$ cat src/rtl/imm_gen_lanes_pkg.sv
// ============================================================================
// imm_gen_lanes_pkg: shared immediate-select encodings and widths.  rev 1.0
// ============================================================================
`default_nettype none

`ifndef IMM_TYPE_SEL
`define IMM_TYPE_SEL     3
`define IMM_TYPE_NONE    0
`define IMM_TYPE_I       1
`define IMM_TYPE_S       2
`define IMM_TYPE_B       3
`define IMM_TYPE_U       4
`define IMM_TYPE_J       5
`define IMM_TYPE_Z       6
`define RV32_INST_WIDTH  32
`define RV32_DATA_WIDTH  32
`endif

package imm_gen_lanes_pkg;
  localparam int IMM_TYPE_SEL    = `IMM_TYPE_SEL;
  localparam int RV32_INST_WIDTH = `RV32_INST_WIDTH;
  localparam int RV32_DATA_WIDTH = `RV32_DATA_WIDTH;

  // Encoding 7 is reserved and reported as illegal by the lane decoder.
  typedef enum logic [IMM_TYPE_SEL-1:0] {
    IMM_NONE = IMM_TYPE_SEL'(`IMM_TYPE_NONE),
    IMM_I    = IMM_TYPE_SEL'(`IMM_TYPE_I),
    IMM_S    = IMM_TYPE_SEL'(`IMM_TYPE_S),
    IMM_B    = IMM_TYPE_SEL'(`IMM_TYPE_B),
    IMM_U    = IMM_TYPE_SEL'(`IMM_TYPE_U),
    IMM_J    = IMM_TYPE_SEL'(`IMM_TYPE_J),
    IMM_Z    = IMM_TYPE_SEL'(`IMM_TYPE_Z)
  } imm_type_e;
endpackage

`default_nettype wire

$ cat src/rtl/imm_decode_lane.sv
// ============================================================================
// imm_decode_lane: combinational immediate extraction for one lane.  rev 1.0
// ============================================================================
`default_nettype none

module imm_decode_lane
  import imm_gen_lanes_pkg::*;
#(
  parameter int XLEN = RV32_DATA_WIDTH
) (
  input  logic [RV32_INST_WIDTH-1:0] inst,
  input  logic [IMM_TYPE_SEL-1:0]    sel,
  output logic [XLEN-1:0]            imm,
  output logic                       illegal
);

  // Opcode bits carry no immediate information.
  logic w_unused_opcode;
  assign w_unused_opcode = ^inst[6:0];

  always_comb begin
    imm     = '0;
    illegal = 1'b0;
    case (sel)
      IMM_NONE: imm = '0;
      IMM_I:    imm = XLEN'($signed(inst[31:20]));
      IMM_S:    imm = XLEN'($signed({inst[31:25], inst[11:7]}));
      IMM_B:    imm = XLEN'($signed({inst[31], inst[7], inst[30:25], inst[11:8], 1'b0}));
      IMM_U:    imm = XLEN'($signed({inst[31:12], 12'b0}));
      IMM_J:    imm = XLEN'($signed({inst[31], inst[19:12], inst[20], inst[30:21], 1'b0}));
      IMM_Z:    imm = XLEN'(inst[19:15]);
      default:  illegal = 1'b1;
    endcase
  end

endmodule

`default_nettype wire

$ cat src/rtl/imm_gen_lanes.sv
// ============================================================================
// imm_gen_lanes: LANES-wide registered immediate generator, 2-entry skid buffer.
// rev 1.0
// ============================================================================
`default_nettype none

module imm_gen_lanes
  import imm_gen_lanes_pkg::*;
#(
  parameter int LANES = 2,
  parameter int XLEN  = RV32_DATA_WIDTH
) (
  input  logic                          clk,
  input  logic                          rst,
  input  logic                          i_flush,
  input  logic                          i_in_valid,
  output logic                          o_in_ready,
  input  logic [LANES-1:0]              i_lane_valid,
  input  logic [32*LANES-1:0]           i_inst,
  input  logic [IMM_TYPE_SEL*LANES-1:0] i_imm_type_sel,
  output logic                          o_out_valid,
  input  logic                          i_out_ready,
  output logic [LANES-1:0]              o_lane_valid,
  output logic [XLEN*LANES-1:0]         o_imm,
  output logic [LANES-1:0]              o_illegal
);

  logic [XLEN*LANES-1:0] w_imm;
  logic [LANES-1:0]      w_illegal;

  for (genvar k = 0; k < LANES; k++) begin : g_lane
    logic [XLEN-1:0] w_lane_imm;
    logic            w_lane_illegal;

    imm_decode_lane #(.XLEN(XLEN)) u_dec (
      .inst    (i_inst[32*k +: 32]),
      .sel     (i_imm_type_sel[IMM_TYPE_SEL*k +: IMM_TYPE_SEL]),
      .imm     (w_lane_imm),
      .illegal (w_lane_illegal)
    );

    // Empty lanes must present clean zeros downstream.
    assign w_imm[XLEN*k +: XLEN] = i_lane_valid[k] ? w_lane_imm : '0;
    assign w_illegal[k]          = i_lane_valid[k] & w_lane_illegal;
  end

  logic                   r_m_valid, r_k_valid;
  logic [LANES-1:0]       r_m_mask, r_k_mask;
  logic [XLEN*LANES-1:0]  r_m_imm, r_k_imm;
  logic [LANES-1:0]       r_m_ill, r_k_ill;

  logic w_accept, w_m_free;
  assign w_accept = i_in_valid && !r_k_valid && !i_flush;
  assign w_m_free = !r_m_valid || i_out_ready;

  always_ff @(posedge clk) begin
    if (rst) begin
      r_m_valid <= 1'b0;
      r_m_mask  <= '0;
      r_m_imm   <= '0;
      r_m_ill   <= '0;
      r_k_valid <= 1'b0;
      r_k_mask  <= '0;
      r_k_imm   <= '0;
      r_k_ill   <= '0;
    end else if (i_flush) begin
      r_m_valid <= 1'b0;
      r_k_valid <= 1'b0;
    end else if (w_m_free) begin
      // Skid entry is older than anything arriving now; accept implies K empty.
      if (r_k_valid) begin
        r_m_valid <= 1'b1;
        r_m_mask  <= r_k_mask;
        r_m_imm   <= r_k_imm;
        r_m_ill   <= r_k_ill;
        r_k_valid <= 1'b0;
      end else if (w_accept) begin
        r_m_valid <= 1'b1;
        r_m_mask  <= i_lane_valid;
        r_m_imm   <= w_imm;
        r_m_ill   <= w_illegal;
      end else begin
        r_m_valid <= 1'b0;
      end
    end else if (w_accept) begin
      r_k_valid <= 1'b1;
      r_k_mask  <= i_lane_valid;
      r_k_imm   <= w_imm;
      r_k_ill   <= w_illegal;
    end
  end

  assign o_in_ready   = !r_k_valid;
  assign o_out_valid  = r_m_valid;
  assign o_lane_valid = r_m_mask;
  assign o_imm        = r_m_imm;
  assign o_illegal    = r_m_ill;

endmodule

`default_nettype wire
$ cat config.mk
export PLATFORM = sky130hd
export DESIGN_NAME = imm_gen_lanes
export DESIGN_NICKNAME = d
export VERILOG_FILES = /design/src/rtl/imm_gen_lanes_pkg.sv /design/src/rtl/imm_decode_lane.sv /design/src/rtl/imm_gen_lanes.sv
export SDC_FILE = /design/constraint.sdc
export NUM_CORES = 1
export LEC_CHECK = 0
export BUFFER_PORTS_ARGS = -buffer_cell sky130_fd_sc_hd__buf_2
export CORE_ASPECT_RATIO = 1.2
export CORE_MARGIN = 8
export CORE_UTILIZATION = 54
export DETAILED_ROUTE_END_ITERATION = 10
export GPL_TIMING_DRIVEN = 0
export PLACE_DENSITY = 0.8
export SETUP_SLACK_MARGIN = 0.5
export SLEW_MARGIN = 20
export SYNTH_ARGS = -nofsm -noshare
export SYNTH_HDL_FRONTEND = slang
export SYNTH_SLANG_ARGS = --single-unit
$ cat constraint.sdc
create_clock -name clk -period 1.9 [get_ports clk]
set_input_delay 0.095 -clock clk [delete_from_list [all_inputs] [get_ports clk]]
set_output_delay 0.095 -clock clk [all_outputs]
set_load 0.1 [all_outputs]
==> summary.md, run 1 <==
| Metric | Value |
|---|---|
| Status | finished, violations left |
| Failing checks | setup timing |
| Clk pin slew, worst setup/hold paths | 0.07 ns |
| Post-layout min period | 2.12 ns |
| Routed WL | 27900 um |
| Net Sw Frac | 0.314 |
| Via count | 7887 |
| Vias per cell | 6.79 |
| Compound-Gate Fraction of Synth Area | 0.302 |
| Crit Path Max Fanout | 5 |
| Crit path DAT | 2.40 ns |
| Synth Area in Simple Gates | 0.206 |
| Die Span Y | 135 um |
| Most common cell after layout, fill and taps aside | dfxtp_1 |
| Initial antenna violation count | 0 |
| Most Frequent Cell on Critical Path | buf_6 |
| DR WL/cell | 24.0 um |
| Reg-to-Reg End | r_k_ill[0]$_SDFFE_PP0P_ |
| Clock share of power | 0.454 |
| Top FF cell, synth | dfxtp_1 |
| RSZ-0062 raised after global routing | true |
| Syn_area_per_cell | 8.19 um2 |
| Sequential Area | 2770 um2 |
| Yosys reg bits | 138 |
| Number of global-route vias before repair | 7207 |
| Worst Tran Pin Value | 0.780 ns |
| NetSw | 2.85 mW |
| Worst Hold Class | in -> reg |
| CP Cell Sequence | or3b_4, buf_6, buf_4, buf_6, nor2_4, buf_8, nand3_1, a21oi_1 |
| Core Area | 11600 um2 |
| Die width | 115 um |
| Total negative slack | -0.219 ns |
| Later-pin clock latency in the skew report | 0.45 ns |
| Mux contribution to synthesized area | 0.00313 |
| Max IR drop VDD | 0.757 mV |
| Row count | 43 |
| Layout area overhead | 47.7% |
| Synthesized Nets | 859 |
| Commonest cells after routing, fill and taps aside | dfxtp_1, buf_2, nand2_1 |
| RR Startpoint | o_out_valid$_SDFFE_PP0P_ |
| CP Class | reg -> reg |
| Nets | 1069 |
| Ant. Diodes | 0 |
| Final period util | 1.11 |
| Placed cell count | 1069 |
| Max Slew Vio Count | 0 |
| Max-Cap Viols | 0 |
| Final Hold Fails | 0 |
| Synth async-reset ratio | 0 |
| R2r worst-path depth | 8 |
| Fin cells | 1162 |
| Number of DRC markers in iteration 0 | 920 |
| Post-synthesis sequential area ratio | 0.432 |
| Gpl congestion | 0.908 |
| Hpwl dp | 15500 um |
| Post-synthesis xor/xnor area fraction | 0.00137 |
| Multi-input logic area | 3700 um2 |
| Worst setup SP type | flip-flop |
| CTS root buffer | clkbuf_16 |
| DRT Pass-1 Iters | 8 |
| Sink Count | 138 |
| Final Instance Area | 9460 um2 |
| Syn Inst Count | 782 |
| Worst path slowest cell | a21oi_1 |
| Initial core utilization | 0.553 |
| Die ar. | 15600 um2 |
| Max Clk Rate | 0.473 GHz |
| Grt total ovfl | 0 |
| Worst slew margin | 0.478 |
| Count of input and output buffers | 130 |
| Critical Path RT | 2.19 ns |
| Global-route wire length before repair | 37200 um |
| EDFF count, synth | 0 |
| I/O pin count | 147 |
| Fin Clk Skew | 0.0106 ns |
| Final setup vio count | 2 |
| Crit-path max cell delay | 0.43 ns |
| Max H-tree Level | 4 |
| R2R setup slack | -0.22 ns |
| PnR worst setup slack | -0.215 ns |
| Crit path to | r_k_ill[0]$_SDFFE_PP0P_ |
| Worst slack, placed | -0.104 ns |
| Fin Hold WS | 0.0609 ns |
| CTS tree | built |
| GRT Util Overall | 0.308 |
| Largest family of logic cells by synthesized area | compound AO/OA/AOI/OAI gates |
| Cell Int Power | 6.24 mW |
| Fillers | 661 |
| Post-route DRC violation count | 0 |
| Combinational power share | 0.209 |
| Placed inst area | 7360 um2 |
| Synth Warn # | 0 |
| Post-Syn Area | 6400 um2 |
| Largest net degree at the start of global routing | 17 |
| P_leak | 3.65 nW |
| Layout cells sized above 1 | 0.340 |
| Adder-Cell Fraction of Synth Area | 0 |
| Cts bufs inserted | 17 |
| P per Cell Area | 961 nW/um2 |
| CP top delay family | simple AND/OR/NAND/NOR gates |
| Crit path from | o_out_valid$_SDFFE_PP0P_ |
| Clock Path Buffers | 2 |
| Crit path depth | 8 |
| DRT antenna net count | 0 |
| Crit path buffers/inverters | 4 |
| CP endpoint kind | flip-flop |
| Synth cell types | 48 |
| Share of total power in sequential cells | 0.337 |
[stage by stage]
stage                     utilization  power, mW
after floorplan                     -       4.30
after global placement          0.637       4.65
after detailed placement        0.637       4.66
after CTS                       0.776       8.83
after global routing            0.817       9.26
final                           0.817       9.09
[cell families (layout without fill, tap and decap cells)]
kind of cell	count (synthesis)	in the layout
xor gates and xnor gates	1	1
muxes	2	2
DFF	138	138
buffers and inverters	93	316
and+or+nand+nor	281	281
AOI/OAI and AO/OA	267	267
[how the worst min path moves through the flow]
stage                          startpoint                  endpoint  slack [ns]  cells past startpoint
after floorplan                   i_flush  o_out_valid$_SDFFE_PP0P_        0.16                      1
after global placement            i_flush  o_out_valid$_SDFFE_PP0P_        0.31                      2
after detailed placement          i_flush  o_out_valid$_SDFFE_PP0P_        0.31                      2
after CTS                 i_lane_valid[0]   r_k_ill[0]$_SDFFE_PP0P_        0.01                      3
after global routing           i_in_valid    r_k_valid$_SDFFE_PP0P_        0.06                      3
final                          i_in_valid    r_k_valid$_SDFFE_PP0P_        0.06                      3
[power by group through the flow]
stage | clock, mW | combinational [mW] | sequential, mW
6_report | 4.13 | 1.90 | 3.06
5_1_grt | 4.23 | 1.96 | 3.07
4_1_cts | 4.05 | 1.73 | 3.04
3_5_place_dp | 0 | 1.55 | 3.11
3_3_place_gp | 0 | 1.54 | 3.11
2_1_floorplan | 0 | 0.510 | 3.79
[area by class of cell]
type,count,area share
Clock buffer,19,0.0491
Timing Repair Buffer,191,0.143
Sequential cell,138,0.293
Buffer,83,0.0707
Multi-Input combinational cell,551,0.391
Inverter,10,0.00437
Tap cell,157,0.0208
Clock inverter,13,0.0275
[synthesized netlist by cell type (2+ instances only)]
| master | n | area, um2 |
|---|---|---|
| nor2_1 | 103 | 387 |
| a211o_1 | 16 | 140 |
| a21oi_1 | 53 | 265 |
| and3_1 | 3 | 18.8 |
| a2bb2oi_1 | 11 | 96.3 |
| nand2b_1 | 12 | 75.1 |
| a211oi_1 | 27 | 203 |
| inv_1 | 9 | 33.8 |
| nand2_1 | 87 | 327 |
| buf_2 | 8 | 40.0 |
| or2_2 | 3 | 18.8 |
| nand3_1 | 20 | 100 |
| nor2b_1 | 5 | 31.3 |
| dfxtp_1 | 138 | 2760 |
| o211ai_1 | 5 | 37.5 |
| nor3b_1 | 5 | 37.5 |
| o2bb2ai_1 | 9 | 78.8 |
| nand3b_1 | 8 | 60.1 |
| nor3_1 | 5 | 25.0 |
| a31oi_1 | 5 | 31.3 |
| a22oi_1 | 22 | 165 |
| nand4b_1 | 5 | 43.8 |
| mux2i_1 | 2 | 20.0 |
| or3_1 | 4 | 25.0 |
| a32o_1 | 11 | 110 |
| buf_1 | 7 | 26.3 |
| a311oi_1 | 42 | 368 |
| and2_1 | 13 | 81.3 |
| o21ai_0 | 36 | 180 |
| a21boi_0 | 2 | 15.0 |
| a22o_1 | 11 | 96.3 |
| a32oi_1 | 12 | 105 |
| clkbuf_1 | 68 | 255 |
[worst min-delay path, cell delays in order]
cell,delay [ns]
buf_2,0.14
nor2_4,0.15
nor3_1,0.08
[state kept, by name, indices dropped and copies added (netlist names)]
name          count
r_k_valid         1
o_imm            64
r_k_ill           2
o_out_valid       1
o_lane_valid      2
r_k_imm          64
r_k_mask          2
o_illegal         2
[layer usage]
metal	GRT usage	share of wire	vias up
li1	-	-	3302
met1	0.336	0.34	3678
met2	0.503	0.47	673
met3	0.0865	0.12	234
met4	0.223	0.078	0
met5	0	0	-
[what timing repair did]
item,CTS,global route
endpoints found under the setup margin,137,138
endpoints found under the hold margin,20,0
cloned,13,0
buffers inserted,22,12
hold buffers,14,0
resized for setup,98,107
pin swaps,73,25
Note: power is estimated with default switching activity, not from simulation.
==> run 2, diff against run 1 <==
Settings changed: ABC_AREA from default to 1, MAX_ROUTING_LAYER from default to met4.
==> summary.md, run 2 <==
| Metric | Value |
|---|---|
| CP endpoint kind | flip-flop |
| Combinational power share | 0.165 |
| Worst slew margin | 0.398 |
| Post-route DRC violation count | 0 |
| Clock Path Buffers | 2 |
| Cts bufs inserted | 17 |
| CTS root buffer | clkbuf_16 |
| Synth Warn # | 0 |
| Routed WL | 24500 um |
| Largest family of logic cells by synthesized area | compound AO/OA/AOI/OAI gates |
| CTS tree | built |
| Fin Clk Skew | 0.00611 ns |
| Via count | 7589 |
| Net Sw Frac | 0.296 |
| Share of total power in sequential cells | 0.372 |
| Crit-path max cell delay | 0.36 ns |
| Failing checks | hold timing |
| P per Cell Area | 943 nW/um2 |
| Hpwl dp | 15100 um |
| Later-pin clock latency in the skew report | 0.43 ns |
| Crit Path Max Fanout | 10 |
| Compound-Gate Fraction of Synth Area | 0.269 |
| CP Class | reg -> reg |
| Post-layout min period | 1.75 ns |
| Yosys reg bits | 138 |
| Die width | 114 um |
| DR WL/cell | 19.8 um |
| Final setup vio count | 0 |
| RSZ-0062 raised after global routing | true |
| Status | finished, violations left |
| Total negative slack | 0 ns |
| Sink Count | 138 |
| NetSw | 2.41 mW |
| Gpl congestion | 1.02 |
| Cell Int Power | 5.74 mW |
| Syn Inst Count | 890 |
| Clk pin slew, worst setup/hold paths | 0.06 ns |
| Post-synth top area cell | dfxtp_1 |
| Synth async-reset ratio | 0 |
| Worst Tran Pin Value | 0.903 ns |
| Fin Hold WS | -0.00693 ns |
| DRT Pass-1 Iters | 7 |
| Post-synthesis xor/xnor area fraction | 0 |
| Commonest cells after routing, fill and taps aside | a21oi_1, buf_2, dfxtp_1 |
| Initial antenna violation count | 0 |
| Max-Cap Viols | 0 |
| Grt total ovfl | 0 |
| GRT Util Overall | 0.297 |
| Adder-Cell Fraction of Synth Area | 0 |
| Critical Path RT | 2.20 ns |
| Synth top area share | 0.443 |
| Synth cell types | 24 |
| Core Area | 11400 um2 |
| Vias per cell | 6.15 |
| Syn_area_per_cell | 7.00 um2 |
| Post-synthesis sequential area ratio | 0.443 |
| Initial core utilization | 0.547 |
| Crit path DAT | 2.05 ns |
| Sequential Area | 2770 um2 |
| Number of DRC markers in iteration 0 | 907 |
| Max Clk Rate | 0.570 GHz |
| Max Slew Vio Count | 0 |
| CP Cell Sequence | buf_6, buf_12, nor3_4, buf_12, buf_6, o21ai_0, nor2_1 |
| Clock share of power | 0.463 |
| Synth Area in Simple Gates | 0.211 |
| Die Span Y | 134 um |
| Row count | 43 |
| CP top delay family | simple AND/OR/NAND/NOR gates |
| P_leak | 3.92 nW |
| Crit path buffers/inverters | 4 |
| Max IR drop VDD | 0.593 mV |
| Largest net degree at the start of global routing | 17 |
| Worst setup SP type | flip-flop |
| Final Hold Fails | 1 |
| Top cells by area, synth | dfxtp_1, a21oi_1, o21ai_0 |
| Final period util | 0.923 |
| Ant. Diodes | 0 |
| Post-synth top cells | a21oi_1, dfxtp_1, nand2_1 |
| Worst Hold Class | in -> reg |
| Nets | 1140 |
| Count of input and output buffers | 130 |
| Synthesized Nets | 967 |
| Mux contribution to synthesized area | 0.00321 |
| Die ar. | 15300 um2 |
| R2R setup slack | 0.15 ns |
| DRT antenna net count | 0 |
| Worst path slowest cell | nor2_1 |
| Most common cell in the netlist | a21oi_1 |
| Post-Syn Area | 6230 um2 |
| Most common cell after layout, fill and taps aside | a21oi_1 |
| Layout area overhead | 38.5% |
| Top FF cell, synth | dfxtp_1 |
| Global-route wire length before repair | 35100 um |
| EDFF count, synth | 0 |
| Max H-tree Level | 4 |
| Layout cells sized above 1 | 0.289 |
| Multi-input logic area | 3300 um2 |
| Number of global-route vias before repair | 7162 |
| I/O pin count | 147 |
| Fillers | 843 |
[run 2: cell count changes in the layout (fill, tap and decap cells not counted), sizes merged, moves of 13 or more]
cell | previous run | this run
nand2 | 87 | 137
o21ai | 36 | 137
a211oi | 27 | 0
a311oi | 42 | 0
inv | 10 | 36
buf | 195 | 180
clkbuf | 84 | 60
nand3 | 20 | 85
a21oi | 53 | 196
nor2 | 103 | 80
a211o | 16 | 0
and2 | 13 | 0
a22oi | 22 | 0
[run 2: final cells by class]
class,instances,area share
Clock buffer,22,0.0561
Clock inverter,10,0.0216
Buffer,73,0.0652
Inverter,35,0.0174
Tap cell,157,0.0227
Multi-Input combinational cell,644,0.383
Sequential cell,138,0.320
Timing Repair Buffer,154,0.114
[run 2: per-layer routing]
layer	global-route usage	routed length, um
met1	0.328	8960
met2	0.479	11300
met3	0.0643	2550
met4	0.188	1680
met5	-	0
[run 2: final timing paths]
check | startpoint | to | depth (start not counted)
setup reg to reg | r_k_valid$_SDFFE_PP0P_ | r_k_imm[26]$_SDFFE_PP0P_ | 7
hold reg to reg | r_k_imm[7]$_SDFFE_PP0P_ | r_k_imm[7]$_SDFFE_PP0P_ | 2
hold / removal | i_flush | r_k_valid$_SDFFE_PP0P_ | 4
setup / recovery | r_k_valid$_SDFFE_PP0P_ | r_k_imm[26]$_SDFFE_PP0P_ | 7
[run 2: repair_timing]
item                                   in CTS  in global routing
cloned                                      2                  4
buffers inserted                            7                  2
endpoints found under the hold margin      13                  0
pin swaps                                   5                 24
setup endpoints to repair                 137                138
hold buffers                                9                  0
resized for setup                          87                 90
[run 2: power by group through the flow]
stage / combinational, mW / sequential, mW / clock [mW]
floorplan: 0.378 / 3.63 / 0
global placement: 1.22 / 3.09 / 0
detailed placement: 1.23 / 3.09 / 0
CTS: 1.28 / 3.02 / 3.74
global route: 1.41 / 3.04 / 3.87
finish: 1.35 / 3.03 / 3.77
[run 2: worst min-delay path, delay by kind of cell]
family,cells,cell delay [ns]
simple gates,2,0.14
buf+inv,2,0.14
[run 2: kinds of logic after synthesis]
| group | after synthesis |
|---|---|
| multiplexers | 2 |
| flip-flops | 138 |
| AO/OA/AOI/OAI | 334 |
| AND/OR/NAND/NOR | 308 |
| buffers and inverters | 108 |
[run 2: metrics by stage]
| step | area (um2) | cells | utilization | total power, mW | worst slack (ns) |
|---|---|---|---|---|---|
| global placement | 7110 | 1177 | 0.623 | 4.31 | 0.173 |
| finish | 8640 | 1233 | 0.757 | 8.14 | 0.146 |
| floorplan | 6260 | 890 | - | 4.00 | 0.361 |
| CTS | 8290 | 1227 | 0.727 | 8.05 | 0.408 |
| detailed placement | 7110 | 1177 | 0.623 | 4.32 | 0.0812 |
| global route | 8640 | 1233 | 0.757 | 8.32 | 0.124 |
